--- src/rtl/gb_capture.sv ---
// Game Boy video capture: synchronises the async pixel bus, tracks frame/line
// geometry, maps pixel codes through a palette and queues RGB565 pixels in a FWFT FIFO.
module gb_capture #(
   parameter int H_PIXELS    = 160,
   parameter int V_LINES     = 144,
   parameter int PIX_BITS    = 2,
   parameter logic [16*(2**PIX_BITS)-1:0] PALETTE = {16'hFFFF, 16'hAD55, 16'h52AA, 16'h0000},
   parameter int SYNC_STAGES = 2,
   parameter int FIFO_DEPTH  = 16
) (
   input  logic                clk,
   input  logic                rst_n,
   input  logic                pixclk,
   input  logic                hsync,
   input  logic                vsync,
   input  logic [PIX_BITS-1:0] gb_d,
   input  logic                enable,
   input  logic                clr_err,
   output logic                out_valid,
   input  logic                out_ready,
   output logic [15:0]         out_data,
   output logic                out_sof,
   output logic                out_eol,
   output logic                ovf,
   output logic                line_err,
   output logic [7:0]          frame_cnt
);

   localparam int XW = $clog2(H_PIXELS) + 1;
   localparam int YW = $clog2(V_LINES) + 1;
   localparam int SW = 3 + PIX_BITS;
   localparam int AW = $clog2(FIFO_DEPTH);
   localparam logic [XW-1:0] X_END  = XW'(H_PIXELS);
   localparam logic [XW-1:0] X_LAST = XW'(H_PIXELS - 1);
   localparam logic [YW-1:0] Y_END  = YW'(V_LINES);
   localparam logic [YW-1:0] Y_LAST = YW'(V_LINES - 1);

   typedef enum logic {IDLE, ACTIVE} state_t;

   // All four bus signals travel through one shared chain so data stays aligned with its strobe.
   logic [SW-1:0] sync_q [SYNC_STAGES];
   logic          pclk_prev;

   logic                s_pclk, s_hsync, s_vsync, pix_evt;
   logic [PIX_BITS-1:0] s_code;

   assign s_pclk  = sync_q[SYNC_STAGES-1][SW-1];
   assign s_hsync = sync_q[SYNC_STAGES-1][SW-2];
   assign s_vsync = sync_q[SYNC_STAGES-1][SW-3];
   assign s_code  = sync_q[SYNC_STAGES-1][PIX_BITS-1:0];
   assign pix_evt = s_pclk & ~pclk_prev;

   // NOTE: sequential state uses <= so every flop samples pre-edge values, whatever the statement order.
   always_ff @(posedge clk or negedge rst_n) begin
      if (!rst_n) begin
         for (int i = 0; i < SYNC_STAGES; i++) sync_q[i] <= '0;
         pclk_prev <= 1'b0;
      end else begin
         sync_q[0] <= {pixclk, hsync, vsync, gb_d};
         for (int i = 1; i < SYNC_STAGES; i++) sync_q[i] <= sync_q[i-1];
         pclk_prev <= s_pclk;
      end
   end

   state_t        state_q, state_d;
   logic [XW-1:0] x_q, x_d;
   logic [YW-1:0] y_q, y_d;
   logic [7:0]    frame_d;
   logic          take, geom_err, push_d, sof_d, eol_d;
   logic          push_q;
   logic [17:0]   push_word_q;

   // NOTE: every signal gets a default first, so no path through this block can infer a latch.
   always_comb begin
      state_d  = state_q;
      x_d      = x_q;
      y_d      = y_q;
      frame_d  = frame_cnt;
      take     = 1'b0;
      geom_err = 1'b0;
      push_d   = 1'b0;
      sof_d    = 1'b0;
      eol_d    = 1'b0;
      if (pix_evt) begin
         case (state_q)
            IDLE: begin
               if (s_vsync && enable) begin
                  state_d = ACTIVE;
                  x_d     = '0;
                  y_d     = '0;
                  frame_d = frame_cnt + 8'd1;
                  take    = 1'b1;
               end
            end
            ACTIVE: begin
               if (s_vsync) begin
                  if (!enable) begin
                     state_d = IDLE;
                  end else begin
                     if (y_q != Y_LAST || x_q != X_END) geom_err = 1'b1;
                     x_d     = '0;
                     y_d     = '0;
                     frame_d = frame_cnt + 8'd1;
                     take    = 1'b1;
                  end
               end else begin
                  if (s_hsync) begin
                     if (x_q != X_END) geom_err = 1'b1;
                     x_d = '0;
                     y_d = (y_q >= Y_END) ? Y_END : y_q + 1'b1;
                  end
                  take = 1'b1;
               end
            end
            default: state_d = IDLE;
         endcase
         // Out-of-window pixels are dropped; x parks at H_PIXELS until the next line starts.
         if (take) begin
            if (y_d >= Y_END || x_d >= X_END) begin
               geom_err = 1'b1;
            end else begin
               push_d = 1'b1;
               sof_d  = (x_d == '0) && (y_d == '0);
               eol_d  = (x_d == X_LAST);
               x_d    = x_d + 1'b1;
            end
         end
      end
   end

   always_ff @(posedge clk or negedge rst_n) begin
      if (!rst_n) begin
         state_q     <= IDLE;
         x_q         <= '0;
         y_q         <= '0;
         frame_cnt   <= '0;
         push_q      <= 1'b0;
         push_word_q <= '0;
         line_err    <= 1'b0;
      end else begin
         state_q     <= state_d;
         x_q         <= x_d;
         y_q         <= y_d;
         frame_cnt   <= frame_d;
         push_q      <= push_d;
         push_word_q <= {sof_d, eol_d, PALETTE[{s_code, 4'b0000} +: 16]};
         if (geom_err)     line_err <= 1'b1;
         else if (clr_err) line_err <= 1'b0;
      end
   end

   // Output FIFO, first-word-fall-through; pointers carry one wrap bit.
   logic [17:0] mem [FIFO_DEPTH];
   logic [AW:0] wr_ptr, rd_ptr;
   logic        empty, full, rd_en, wr_en, drop;
   logic [17:0] head;

   assign empty = (wr_ptr == rd_ptr);
   assign full  = (wr_ptr[AW] != rd_ptr[AW]) && (wr_ptr[AW-1:0] == rd_ptr[AW-1:0]);
   assign rd_en = ~empty & out_ready;
   assign wr_en = push_q & (~full | rd_en);
   assign drop  = push_q & full & ~rd_en;

   // NOTE: storage is deliberately not reset; the pointers alone define which entries are valid.
   always_ff @(posedge clk) begin
      if (wr_en) mem[wr_ptr[AW-1:0]] <= push_word_q;
   end

   always_ff @(posedge clk or negedge rst_n) begin
      if (!rst_n) begin
         wr_ptr <= '0;
         rd_ptr <= '0;
         ovf    <= 1'b0;
      end else begin
         if (wr_en) wr_ptr <= wr_ptr + 1'b1;
         if (rd_en) rd_ptr <= rd_ptr + 1'b1;
         if (drop)         ovf <= 1'b1;
         else if (clr_err) ovf <= 1'b0;
      end
   end

   // Head is masked while empty so the outputs read zero out of reset.
   assign head      = mem[rd_ptr[AW-1:0]];
   assign out_valid = ~empty;
   assign out_data  = out_valid ? head[15:0] : 16'h0000;
   assign out_eol   = out_valid & head[16];
   assign out_sof   = out_valid & head[17];

endmodule

--- config.mk ---
export PLATFORM = sky130hd
export DESIGN_NAME = gb_capture
export DESIGN_NICKNAME = d
export VERILOG_FILES = /design/src/rtl/gb_capture.sv
export SDC_FILE = /design/constraint.sdc
export NUM_CORES = 1
export LEC_CHECK = 0
export CAP_MARGIN = 40
export CORE_AREA = 8 8 127 129
export DETAILED_ROUTE_END_ITERATION = 10
export DIE_AREA = 0 0 135 137
export PLACE_DENSITY_LB_ADDON = 0.08
export SYNTH_ARGS = -nofsm -noshare
export SYNTH_HDL_FRONTEND = slang
export SYNTH_SLANG_ARGS = --single-unit
--- constraint.sdc ---
create_clock -name clk -period 5.7 [get_ports clk]
set_input_delay 1.425 -clock clk [delete_from_list [all_inputs] [get_ports clk]]
set_output_delay 1.425 -clock clk [all_outputs]
set_load 0.02 [all_outputs]
==> impl_metrics.csv <==
group,metric,value,unit
layout,nNetsFinal,474,
sta,setup_slack,1.36,ns
sta,worst_slew_pin_slew,0.764,ns
layout,n_antenna_cell,0,
synthesis,synthFlopType,"edfxtp_1",
routing,drc,0,
synthesis,synth_top_family_by_area,"simple AND/OR/NAND/NOR gates",
cts,cts_tree,"yes",
global_route,track_usage,13.7,%
placed_design,dpl_cell_area,6010,um2
synthesis,post-synth-top-area-fraction,34.6,%
run,cap_viol_max_count,0,
sta,tns,0,ns
power_and_ir_drop,peakVddDrop,231,uV
synthesis,synth-edff-count,64,
floorplan,rows,44,
synthesis,syn_nets,447,
global_route,grt_pass1_wl,19.0,mm
floorplan,ioPinCount,39,
cts,cts-root-buf,"clkbuf_16",
layout,multi_input_area,1980,um2
synthesis,yosys_warnings,0,
critical_path,path_cells,"buf_16 > buf_4 > mux4_2 > mux4_2 > nor2b_1 > clkdlybuf4s50_1",
sta,timing.fmax,230,MHz
floorplan,dieArea,18500,um2
placed_design,pre_cts_ws,1.72,ns
power_and_ir_drop,power.density,495,nW/um2
global_route,grt.overflow.total,0,
critical_path,startpoint,"rd_ptr[0]$_DFFE_PN0P_",
sta,slew_violations,0,
floorplan,core,14200,um2
routing,routed_wl,11.9,mm
placed_design,hpwl,8.27,mm
sta,skew,0.00832,ns
sta,slew_headroom,49.0,%
routing,wl_per_cell,18.2,um
floorplan,die-height,137,um
routing,via_count,3450,
critical_path,crit_arrival,2.92,ns
synthesis,synthArstFlopShare,46.2,%
critical_path,cp-start-kind,"register",
critical_path,critical_path.top_delay_family,"multiplexers",
synthesis,synthDistinctLibCells,58,
cts,ctsResizeCount,0,
critical_path,crit_buf_inv,3,
synthesis,synthXorXnorAreaFrac,3.15,%
layout,register_area,3300,um2
status,status,"finished clean",
global_route,grt_pass1_vias,3504,
cts,clockBufferDepth,2,
placed_design,globalplace.congestion,0.791,
global_route,grt_max_degree,56,
synthesis,synth_cells,427,
floorplan,die_w,135,um
synthesis,synthTopCellsByCount,"64 x edfxtp_1, 55 x dfrtp_1, 42 x nand2_1",
power_and_ir_drop,p_leak,2.49,nW
layout,drive_above_1_share,13.9,%
synthesis,muxShareOfSynthArea,8.90,%
critical_path,setup.worst_path.end_class,"primary output",
sta,min_period,4.34,ns
critical_path,slowest_delay,0.56,ns
cts,hold_buffers,0,
routing,firstDrtPassIters,4,
cts,clk_pin_slew_worst_paths,0.05,ns
sta,fin_crit_sh,76.2,%
placed_design,port_buffers,38,
synthesis,synth-compound-area-share,7.48,%
cts,postCtsSetupRepairBufs,0,
routing,drt_iter0_markers,325,
sta,hold_viol_final,0,
layout,area_growth,19.3,%
global_route,antenna_found_initial,0,
routing,ant_nets,0,
critical_path,critPathSlowestCell,"clkdlybuf4s50_1",
synthesis,synth-simple-area-share,13.9,%
critical_path,critical_path_class,"register to primary output",
layout,final_area,6630,um2
critical_path,required,4.28,ns
hold_path,hold_class,"register to register",
synthesis,syn_area,5560,um2
critical_path,path_max_fanout,14,
synthesis,ys_seq_area_share,59.4,%
cts,htree_levels,4,
synthesis,synth_fa_ha_area_share,2.25,%
synthesis,ys_ff_latch,119,
synthesis,yosysMostFrequentCell,"edfxtp_1",
synthesis,synth.area.top_cells,"edfxtp_1 35%, dfrtp_1 25%, mux4_2 8.1%",
synthesis,avgSynthCellArea,13.0,um2
floorplan,initial_core_util,39.1,%
routing,viasPerCell,5.30,
layout,fill_cells,1292,
synthesis,yosys.area.top_type,"edfxtp_1",
cts,cts.sinks,119,
cts,clkLatencyLatePin,0.41,ns
sta,setup_violations,0,
critical_path,rr_startpoint,"y_q[8]$_DFFE_PN0P_",
critical_path,path_common_cell,"mux4_2",
cts,cts_inserted_buffers,17,
hold_path,hp-start,"sync_q[5]$_DFF_PN0_",
sta,rsz0062_at_grt,"false",
through the flow:
step	power (mW)	util, %	cells	hold WS (ns)
after floorplan	1.89	-	427	0.331
after global placement	2.17	42.0	616	0.333
after detailed placement	2.22	42.3	619	0.336
after CTS	3.33	46.7	651	0.349
after global routing	3.45	46.7	651	0.355
final	3.28	46.7	651	0.347
per-layer routing:
layer | vias to the layer above | track usage (%) | share of wire, %
li1 | 1618 | - | -
met3 | 12 | 3.67 | 3.5
met5 | - | 0 | 0
met1 | 1746 | 16.0 | 43
met4 | 0 | 5.92 | 1.5
met2 | 74 | 23.3 | 52
power breakdown:
group | leakage, nW | switching (mW) | internal [mW] | total [mW]
registers | 1.27 | 0.131 | 0.981 | 1.11
logic | 0.925 | 0.514 | 0.550 | 1.06
clock network | 0.288 | 0.376 | 0.729 | 1.10
cells by family (layout without fill, tap and decap cells):
family / count (synthesis) / count (layout)
adder cells (fa/ha/maj): 10 / 10
buffers and inverters: 51 / 91
flip-flops: 119 / 119
XOR/XNOR: 20 / 20
multiplexers: 24 / 24
AO/OA/AOI/OAI: 59 / 59
AND/OR/NAND/NOR: 144 / 144
flip-flops by register name, indices dropped and copies added (netlist names), 2 cells and up:
register and count:
wr_ptr 5, rd_ptr 5, s_code 2, x_q 9, y_q 9, sync_q 5, frame_cnt 8, mem 64
push_word_q 4
path summary, 6_finish.rpt:
check                           slack (ns)                     to  depth (start not counted)
worst max-delay path                  1.36                out_eol                          6
worst min-delay path                  0.35    s_code[0]$_DFF_PN0_                          0
worst max register to register        2.98     x_q[5]$_DFFE_PN0P_                          7
worst min register to register        0.35    s_code[0]$_DFF_PN0_                          0
max in group asynchronous             4.06  rd_ptr[3]$_DFFE_PN0P_                          2
min in group asynchronous             1.15    sync_q[8]$_DFF_PN0_                          2
placed cells by master, fill, tap and decap left out, drive strengths merged, types with 4 or more instances in the layout:
| master | Yosys | layout |
|---|---|---|
| edfxtp | 64 | 64 |
| dfrtp | 55 | 55 |
| nand2 | 42 | 42 |
| clkdlybuf4s50 | 0 | 37 |
| mux4 | 20 | 20 |
| and2 | 19 | 19 |
| clkbuf | 12 | 19 |
| o21ai | 18 | 18 |
| xnor2 | 17 | 17 |
| inv | 15 | 15 |
| nor2 | 15 | 15 |
| nand3 | 12 | 12 |
| nor3 | 11 | 11 |
| nand4 | 10 | 10 |
| ha | 10 | 10 |
| and3 | 9 | 9 |
| a21oi | 8 | 8 |
| nor2b | 7 | 7 |
| buf | 24 | 7 |
| clkinv | 0 | 6 |
| nor4 | 5 | 5 |
| o211ai | 4 | 4 |
| bufinv | 0 | 4 |
layout make-up:
type,count,share of cell area [%]
Timing Repair Buffer,44,6.76
Inverter,15,0.849
Clock inverter,13,2.74
Clock buffer,19,6.53
Sequential cell,119,49.8
Tap cell,184,3.47
Multi-Input combinational cell,257,29.9
(Power assumes the default switching activity.)
